### config.mk
export PLATFORM = sky130hd
export DESIGN_NAME = wave_synth_core
export DESIGN_NICKNAME = d
export VERILOG_FILES = /design/src/rtl/wave_synth_core.sv
export SDC_FILE = /design/constraint.sdc
export NUM_CORES = 1
export LEC_CHECK = 0
export CORE_ASPECT_RATIO = 1.75
export CORE_MARGIN = 10
export CORE_UTILIZATION = 39
export DETAILED_ROUTE_END_ITERATION = 8
export PLACE_DENSITY = 0.61
export SKIP_CTS_REPAIR_TIMING = 1
export SLEW_MARGIN = 15
export SYNTH_ARGS = -nofsm -noshare
export SYNTH_HDL_FRONTEND = slang
export SYNTH_SLANG_ARGS = --single-unit
### constraint.sdc
create_clock -name sysclk -period 9.5 [get_ports sysclk]
set_clock_uncertainty 0.05 [all_clocks]
set_input_delay 1.9 -clock sysclk [delete_from_list [all_inputs] [get_ports sysclk]]
set_output_delay 1.9 -clock sysclk [all_outputs]
set_load 0.01 [all_outputs]
### src/rtl/wave_synth_core.sv
// wave_synth_core: phase-accumulator synthesiser with sine, saw, triangle and
// square generators, an averaging mixer, and a PWM or sigma-delta output.
// The tuning word is adjusted by two debounced, auto-repeating, saturating
// push buttons.
module wave_synth_core #(
  parameter int ACC_W         = 24,
  parameter int OUT_W         = 8,
  parameter int MODE          = 0,
  parameter int FTW_RESET     = 2**14,
  parameter int FTW_STEP      = 2**10,
  parameter int FTW_MIN       = 0,
  parameter int FTW_MAX       = 2**(ACC_W-1),
  parameter int DEB_CYCLES    = 500000,
  parameter int REPEAT_CYCLES = 5000000
) (
  input  logic             sysclk,
  input  logic             reset,
  input  logic [3:0]       Enable_SW,
  input  logic             Bt_Plus,
  input  logic             Bt_Minus,
  output logic             Pulse,
  output logic [OUT_W-1:0] Mix,
  output logic [ACC_W-1:0] Ftw
);

  localparam int DEB_W = $clog2(DEB_CYCLES + 1);
  localparam int REP_W = $clog2(REPEAT_CYCLES + 1);

  localparam logic [ACC_W:0]   MaxW   = (ACC_W+1)'(FTW_MAX);
  localparam logic [ACC_W:0]   FloorW = (ACC_W+1)'(FTW_MIN) + (ACC_W+1)'(FTW_STEP);
  localparam logic [ACC_W-1:0] MaxF   = ACC_W'(FTW_MAX);
  localparam logic [ACC_W-1:0] MinF   = ACC_W'(FTW_MIN);
  localparam logic [ACC_W-1:0] StepF  = ACC_W'(FTW_STEP);
  localparam logic [OUT_W-2:0] MaxX   = '1;
  localparam logic [OUT_W-1:0] Half   = {1'b1, {(OUT_W-1){1'b0}}};

  logic [1:0] btnRaw;
  logic [1:0] step;

  assign btnRaw = {Bt_Minus, Bt_Plus};

  for (genvar b = 0; b < 2; b++) begin : g_btn
    logic             sync1_q, sync2_q, deb_q, debPrev_q;
    logic [DEB_W-1:0] debCnt_q;
    logic [REP_W-1:0] repCnt_q;
    logic             rise, repeatHit;

    assign rise      = deb_q & ~debPrev_q;
    assign repeatHit = deb_q & debPrev_q & (repCnt_q == REP_W'(REPEAT_CYCLES - 1));
    assign step[b]   = rise | repeatHit;

    // Synchronise the button, debounce its level and time the auto-repeat.
    always_ff @(posedge sysclk or negedge reset) begin
      if (!reset) begin
        sync1_q   <= 1'b0;
        sync2_q   <= 1'b0;
        deb_q     <= 1'b0;
        debPrev_q <= 1'b0;
        debCnt_q  <= '0;
        repCnt_q  <= '0;
      end else begin
        sync1_q   <= btnRaw[b];
        sync2_q   <= sync1_q;
        debPrev_q <= deb_q;
        if (sync2_q == deb_q) begin
          debCnt_q <= '0;
        end else if (debCnt_q == DEB_W'(DEB_CYCLES - 1)) begin
          deb_q    <= sync2_q;
          debCnt_q <= '0;
        end else begin
          debCnt_q <= debCnt_q + 1'b1;
        end
        if (!deb_q || rise || repeatHit) begin
          repCnt_q <= '0;
        end else begin
          repCnt_q <= repCnt_q + 1'b1;
        end
      end
    end
  end

  logic [ACC_W-1:0] ftw_q, ftw_d, phase_q;
  logic [ACC_W:0]   ftwUp;
  logic [ACC_W-1:0] ftwDown;

  // Saturating tuning-word update; a guard bit keeps the upward sum from wrapping.
  always_comb begin
    ftwUp   = {1'b0, ftw_q} + (ACC_W+1)'(FTW_STEP);
    ftwDown = ftw_q - StepF;
    ftw_d   = ftw_q;
    if (step[0] && !step[1]) begin
      ftw_d = (ftwUp > MaxW) ? MaxF : ftwUp[ACC_W-1:0];
    end else if (step[1] && !step[0]) begin
      ftw_d = ({1'b0, ftw_q} < FloorW) ? MinF : ftwDown;
    end
  end

  // Tuning word and phase accumulator (stage 0).
  always_ff @(posedge sysclk or negedge reset) begin
    if (!reset) begin
      ftw_q   <= ACC_W'(FTW_RESET);
      phase_q <= '0;
    end else begin
      ftw_q   <= ftw_d;
      phase_q <= phase_q + ftw_q;
    end
  end

  logic                 half;
  logic [OUT_W-2:0]     x, xInv;
  logic [2*OUT_W-3:0]   prod;
  logic [OUT_W-1:0]     parab;
  logic [OUT_W-1:0]     sine_q, saw_q, tri_q, sq_q;

  assign half  = phase_q[ACC_W-1];
  assign x     = phase_q[ACC_W-2 -: OUT_W-1];
  assign xInv  = MaxX - x;
  assign prod  = x * xInv;
  assign parab = OUT_W'(prod >> (OUT_W - 3));

  // Waveform registers derived from the current phase (stage 1).
  always_ff @(posedge sysclk or negedge reset) begin
    if (!reset) begin
      sine_q <= '0;
      saw_q  <= '0;
      tri_q  <= '0;
      sq_q   <= '0;
    end else begin
      sine_q <= half ? (Half - parab) : (Half + parab);
      saw_q  <= phase_q[ACC_W-1 -: OUT_W];
      tri_q  <= half ? {xInv, 1'b0} : {x, 1'b0};
      sq_q   <= {OUT_W{half}};
    end
  end

  logic [OUT_W+1:0] sumD;
  logic [2:0]       nEn;
  logic [OUT_W+7:0] mul3;
  logic [OUT_W-1:0] mixD, mix_q;
  logic             anyEn_q;

  // Average the enabled waveforms; division by three is approximated by *85/256.
  always_comb begin
    sumD = '0;
    nEn  = '0;
    if (Enable_SW[0]) begin sumD = sumD + (OUT_W+2)'(sine_q); nEn = nEn + 3'd1; end
    if (Enable_SW[1]) begin sumD = sumD + (OUT_W+2)'(saw_q);  nEn = nEn + 3'd1; end
    if (Enable_SW[2]) begin sumD = sumD + (OUT_W+2)'(tri_q);  nEn = nEn + 3'd1; end
    if (Enable_SW[3]) begin sumD = sumD + (OUT_W+2)'(sq_q);   nEn = nEn + 3'd1; end
    mul3 = (OUT_W+8)'(sumD) * (OUT_W+8)'(85);
    case (nEn)
      3'd0:    mixD = '0;
      3'd1:    mixD = sumD[OUT_W-1:0];
      3'd2:    mixD = sumD[OUT_W:1];
      3'd3:    mixD = OUT_W'(mul3 >> 8);
      default: mixD = sumD[OUT_W+1:2];
    endcase
  end

  // Mix register plus an aligned "any waveform enabled" flag (stage 2).
  always_ff @(posedge sysclk or negedge reset) begin
    if (!reset) begin
      mix_q   <= '0;
      anyEn_q <= 1'b0;
    end else begin
      mix_q   <= mixD;
      anyEn_q <= |Enable_SW;
    end
  end

  logic pulse_q;

  if (MODE == 0) begin : g_pwm
    logic [OUT_W-1:0] cnt_q, duty_q;

    // PWM: duty reloads only at counter wrap; disabling all waves forces low at once.
    always_ff @(posedge sysclk or negedge reset) begin
      if (!reset) begin
        cnt_q   <= '0;
        duty_q  <= '0;
        pulse_q <= 1'b0;
      end else begin
        cnt_q   <= cnt_q + 1'b1;
        if (cnt_q == '1) duty_q <= mix_q;
        pulse_q <= anyEn_q & (cnt_q < duty_q);
      end
    end
  end else begin : g_sd
    logic [OUT_W-1:0] acc_q;
    logic [OUT_W:0]   accSum;

    assign accSum = {1'b0, acc_q} + {1'b0, mix_q};

    // First-order sigma-delta: the output is the carry out of the accumulator.
    always_ff @(posedge sysclk or negedge reset) begin
      if (!reset) begin
        acc_q   <= '0;
        pulse_q <= 1'b0;
      end else begin
        acc_q   <= accSum[OUT_W-1:0];
        pulse_q <= accSum[OUT_W];
      end
    end
  end

  assign Pulse = pulse_q;
  assign Mix   = mix_q;
  assign Ftw   = ftw_q;

endmodule

**Yosys cells after proc, flatten, opt, wreduce, memory -nomap -nowiden**

Index checks and enable logic that the tools add are counted.

- Bits in registers: 191
- Bits in latches: 0
- Memory bits (writable): 0
- Memory bits (read-only): 0
- Input bits: 8
- Output and inout bits: 33
- Logic and storage cells: 104
- Memories kept: 0

- Add/subtract/negate cells: 17
- $mul: 2
- Div/mod/pow operators: 0
- Order comparisons: 3
- Eq/ne operators: 10
- Shift-type cells: 0
- Multiplexer cells: 21
- Bitwise operators: 13
- Reductions and logical operators: 15

Operators by type and width:

| operator | count |
|---|---|
| $mux W24 | 4 |
| $mux W19 | 4 |
| $add A23 B1 Y23 const B | 2 |
| $eq A23 B23 Y1 const B | 2 |
| $mux W23 | 2 |
| $add A19 B1 Y19 const B | 2 |
| $eq A19 B19 Y1 const B | 2 |
| $pmux W8 S4 | 1 |
| $add A10 B8 Y10 | 3 |
| $mux W10 | 3 |
| $add A24 B11 Y25 const B | 1 |
| $gt A25 B24 Y1 const B | 1 |
| $add A24 B24 Y24 | 1 |
| $lt A24 B11 Y1 const B | 1 |
| $mux W8 | 3 |
| $sub A24 B11 Y24 const B | 1 |
| $mul A10 B7 Y16 const B | 1 |
| $mul A7 B7 Y13 | 1 |
| $add A3 B1 Y3 const B | 3 |
| $mux W3 | 3 |
| $add A8 B1 Y8 const B | 1 |
| $add A8 B8 Y8 const A | 1 |
| $eq A8 B8 Y1 const B | 1 |
| $lt A8 B8 Y1 | 1 |
| other kinds (16) | 36 |

**Logic depth before layout (Yosys ltp)**

- Word-level depth: 9
- Mapped depth: 38
- Gate-level depth less buffers: 37

**Worst setup path before layout**

OpenSTA, ideal clock, no wires.

- Path type: input to register
- Start point: in Enable_SW[0]
- End point: reg mix_q[7], in the netlist Mix[7]
- Setup time: 133 ps
- Arrival time: 8821 ps
- Required time: 9317 ps
- Path slack: 495 ps
- Stages: 36
- Buffers on the path: 1
- Cells stage by stage: buf_4 > and2_1 > ha_1 > inv_1 > fa_1 > nand2b_1 > a21oi_1 > or3_1 > a31o_2 > ha_1 > o21ai_0 > o21bai_1 > a211o_1 > nand3_1 > nand3_1 > ha_1 > o21ai_0 > inv_1 > o31ai_1 > a21oi_1 > a41oi_1 > inv_1 > fa_1 > inv_1 > ha_1 > inv_1 > fa_1 > inv_1 > ha_1 > or3_1 > o221a_2 > o41ai_1 > o21ai_0 > xnor2_1 > a211oi_1 > o211ai_1

- Longest elaborated chain between the ends: 9
- Elaborated cells on any way between the ends: 20
- Those cells by class: add/sub (6); mul (1); eq/ne (3); mux (9); reduce/logical (1)

Ends and longest elaborated chain:

| element | line | text |
|---|---|---|
| from (decl) | 18 | `input logic [3:0] Enable_SW,` |
| $mux W8 or $mux W1 (tied branches) | 146 | `if (Enable_SW[0]) begin sumD = sumD + (OUT_W+2)'(sine_q); nEn = nEn + 3'd1; end` |
| $add A10 B8 Y10 or $add A3 B1 Y3 (tied branches) | 147 | `if (Enable_SW[1]) begin sumD = sumD + (OUT_W+2)'(saw_q); nEn = nEn + 3'd1; end` |
| $mux W10 or $mux W3 (tied branches) | 147 |  |
| $add A10 B8 Y10 or $add A3 B1 Y3 (tied branches) | 148 | `if (Enable_SW[2]) begin sumD = sumD + (OUT_W+2)'(tri_q); nEn = nEn + 3'd1; end` |
| $mux W10 or $mux W3 (tied branches) | 148 |  |
| $add A10 B8 Y10 or $add A3 B1 Y3 (tied branches) | 149 | `if (Enable_SW[3]) begin sumD = sumD + (OUT_W+2)'(sq_q); nEn = nEn + 3'd1; end` |
| $mux W10 or $mux W3 (tied branches) | 149 |  |
| $mul A10 B7 Y16 (tied with other cells) | 150 | `mul3 = (OUT_W+8)'(sumD) * (OUT_W+8)'(85);` |
| $pmux W8 S4 * | 151 | `case (nEn)` |
| via mixD[7] | 139 | `logic [OUT_W-1:0] mixD, mix_q;` |
| to (signal assigned) | 166 | `mix_q <= mixD;` |
| to (decl) | 139 |  |

Mark *: on every way through the listed nets, which the timed path passes. The rest lies on a longest branch.
A chain may end at the register's enable or synchronous reset.

**Worst setup path in the final report**

Same ends and word-level chain as after synthesis.

==> impl_metrics.yaml <==
status:
  run_status: "finished clean"
floorplanning:
  die_y_um: 260
  coreArea_mm2: 0.0324
  fp-row-count: 87
  dieArea_mm2: 0.0409
  dieWidth_um: 157
  start_util_pct: 39.6
  ios: 41
timing:
  setup_slack_ns: 0.450
  post-route-min-period_ns: 9.05
  setup_violations: 0
  rsz0062_at_grt: "no"
  final_max_slew_viol_count: 0
  period_share_pct: 95.3
  slew_headroom_pct: 30.5
  worst_slew_pin_slew_ns: 1.04
  clock.fmax_ghz: 0.110
  hold_viol: 0
synth:
  synth_top_area_share_pct: 34.3
  syn_area_mm2: 0.0129
  synth-seq-area-share_pct: 34.5
  synth_area_leaders: "dfrtp_1 (34%), ha_1 (13%), nor2_1 (4.9%)"
  yosys_most_used_dff: "dfrtp_1"
  synth_area_per_cell_um2: 9.05
  synth_warnings: 0
  synth_most_common_cell: "dfrtp_1"
  synth_seq_cells: 177
  synth-edff-count: 0
  synth.cells.most_frequent: "dfrtp_1 (176), nor2_1 (168), ha_1 (133)"
  syn_inst: 1421
  synth_cell_types: 77
  async_flop_share_pct: 100
  synth_top_area_cell: "dfrtp_1"
global_route:
  grt_remaining_overflow: 0
  grt_usage_pct: 14.0
  grt_pass1_vias: 10200
  grt_max_degree: 114
  antenna_found_initial: 0
  grt_pass1_wl_um: 47900
layout:
  drive_gt1_share_pct: 7.78
  fin_util_pct: 44.4
  fillers: 3157
  syn_to_final_growth_pct: 12.0
  num_antenna_cells: 0
  nNetsFinal: 1636
  instances_no_fill: 1878
job:
  drv_cap: 0
clock_tree:
  cts_max_level: 4
  cts-root-buf: "clkbuf_16"
  cts_sinks: 177
  cts_tree: "done"
  clk_pin_slew_ns: 0.07
  clk_latency_ns: 0.45
  cts_buffer_depth: 2
  numCtsBuffers: 17
drt:
  wl_um: 27500
  viasPerCell: 5.31
  antenna_left: 0
  wl_per_cell_um: 14.7
  via_count: 9965
  drc: 0
  drt_iter0_drc: 301
  drt_first_pass_iters: 5
worst_setup_path:
  path_max_fanout: 10
  critPathKind: "in -> reg"
  regToRegSetupSlack_ns: 2.16
  critPathRequiredTime_ns: 9.81
  crit_path_max_incr_delay_ns: 0.49
  crit_top_cell: "ha_1"
  endpoint_kind: "flip-flop"
  cp.arrival_ns: 9.36
  start_kind: "input pin"
  crit_slowest_cell: "fa_1"
power_and_ir_drop:
  cellPowerDensity_mw_per_mm2: 113
  power_leakage_nw: 7.00
  vdd_drop_max_mv: 0.137
place:
  hpwl_um: 21200
  gp_congestion: 0.879
  place_inst: 1846
  port-buffer-count: 30
  post-place-ws_ns: -0.137
hold_path:
  hold_path_class: "reg -> reg"
-- per-layer routing --
layer,up-vias,routed length [µm],track usage (%)
met2,126,15000,26.2
li1,4943,-,-
met1,4852,10900,14.9
met3,44,748,2.23
met4,0,883,6.36
met5,-,0,0
-- sequential cells by signal, summed over array words and instances, names as in the netlist --
register	cells
Ftw	14
g_btn.sync2_q	2
g_btn.deb_q	2
anyEn_q	1
g_btn.sync1_q	2
Mix	8
sine_q	8
g_pwm.duty_q	8
g_pwm.cnt_q	8
g_btn.debPrev_q	2
g_btn.repCnt_q	46
g_btn.debCnt_q	38
phase_q	22
tri_q	7
Pulse	1
saw_q	8
-- final timing paths --
kind                                   endpoint  depth (start not counted)        startpoint
max in group asynchronous             sine_q[2]                          2             reset
min                            g_btn[0].sync2_q                          0  g_btn[0].sync1_q
max reg2reg                              Mix[7]                         32         sine_q[0]
min reg2reg                    g_btn[0].sync2_q                          0  g_btn[0].sync1_q
max                                      Mix[7]                         35      Enable_SW[0]
min in group asynchronous  g_btn[0].debCnt_q[1]                          1             reset
-- cell usage in the layout, fill, tap and decap left out, types with 41 or more instances in the layout --
master	Yosys	layout
a21oi_1	60	59
buf_4	12	41
dfrtp_1	176	176
ha_1	133	133
inv_1	120	120
nand2_1	104	104
nand3_1	72	72
nor2_1	168	168
o21ai_0	60	57
xnor2_1	66	66
xor2_1	71	71
-- critical path, delay by kind of cell --
family	cells	cell delay, ns
AOI/OAI and AO/OA	11	2.05
xor gates and xnor gates	3	0.50
adders and majority gates	8	2.62
buffers and inverters	9	1.34
muxes	2	0.47
and+or+nand+nor	2	0.47
-- layout make-up --
| type | instances | area (µm²) | share of cell area, % |
|---|---|---|---|
| inverter | 121 | 454 | 3.15 |
| clock inverter | 13 | 175 | 1.22 |
| sequential | 177 | 4430 | 30.8 |
| tap | 400 | 500 | 3.48 |
| multi-input combinational | 1078 | 7790 | 54.1 |
| timing repair buffer | 71 | 609 | 4.23 |
| clock buffer | 18 | 439 | 3.05 |
-- where the power goes --
group / internal (mW) / switching, mW / total (mW)
logic: 0.0496 / 0.0755 / 0.125
registers: 0.767 / 0.00887 / 0.775
clock network: 0.404 / 0.325 / 0.729
total: 1.22 / 0.409 / 1.63
-- stage by stage --
step | TNS, ns | power [mW] | cell area, µm² | hold WS, ns
3_3_place_gp | 0 | 0.914 | 13700 | 0.287
5_1_grt | 0 | 1.70 | 14400 | 0.333
4_1_cts | 0 | 1.65 | 14300 | 0.308
6_report | 0 | 1.63 | 14400 | 0.304
2_1_floorplan | 0 | 0.863 | 12900 | 0.281
3_5_place_dp | -0.204 | 0.916 | 13700 | 0.290
-- cell families (layout without fill, tap and decap cells) --
kind of cell    Yosys count  after routing  share of synthesized area (%)
other cells               1             12                         0.0292
buf+inv                 177            223                           5.68
compound gates          239            239                           12.4
mux                      17             17                           1.43
simple gates            511            511                           19.2
flops                   177            177                           34.5
fa+ha+maj               162            162                           17.5
xor+xnor                137            137                           9.33
(Power assumes the default switching activity.)
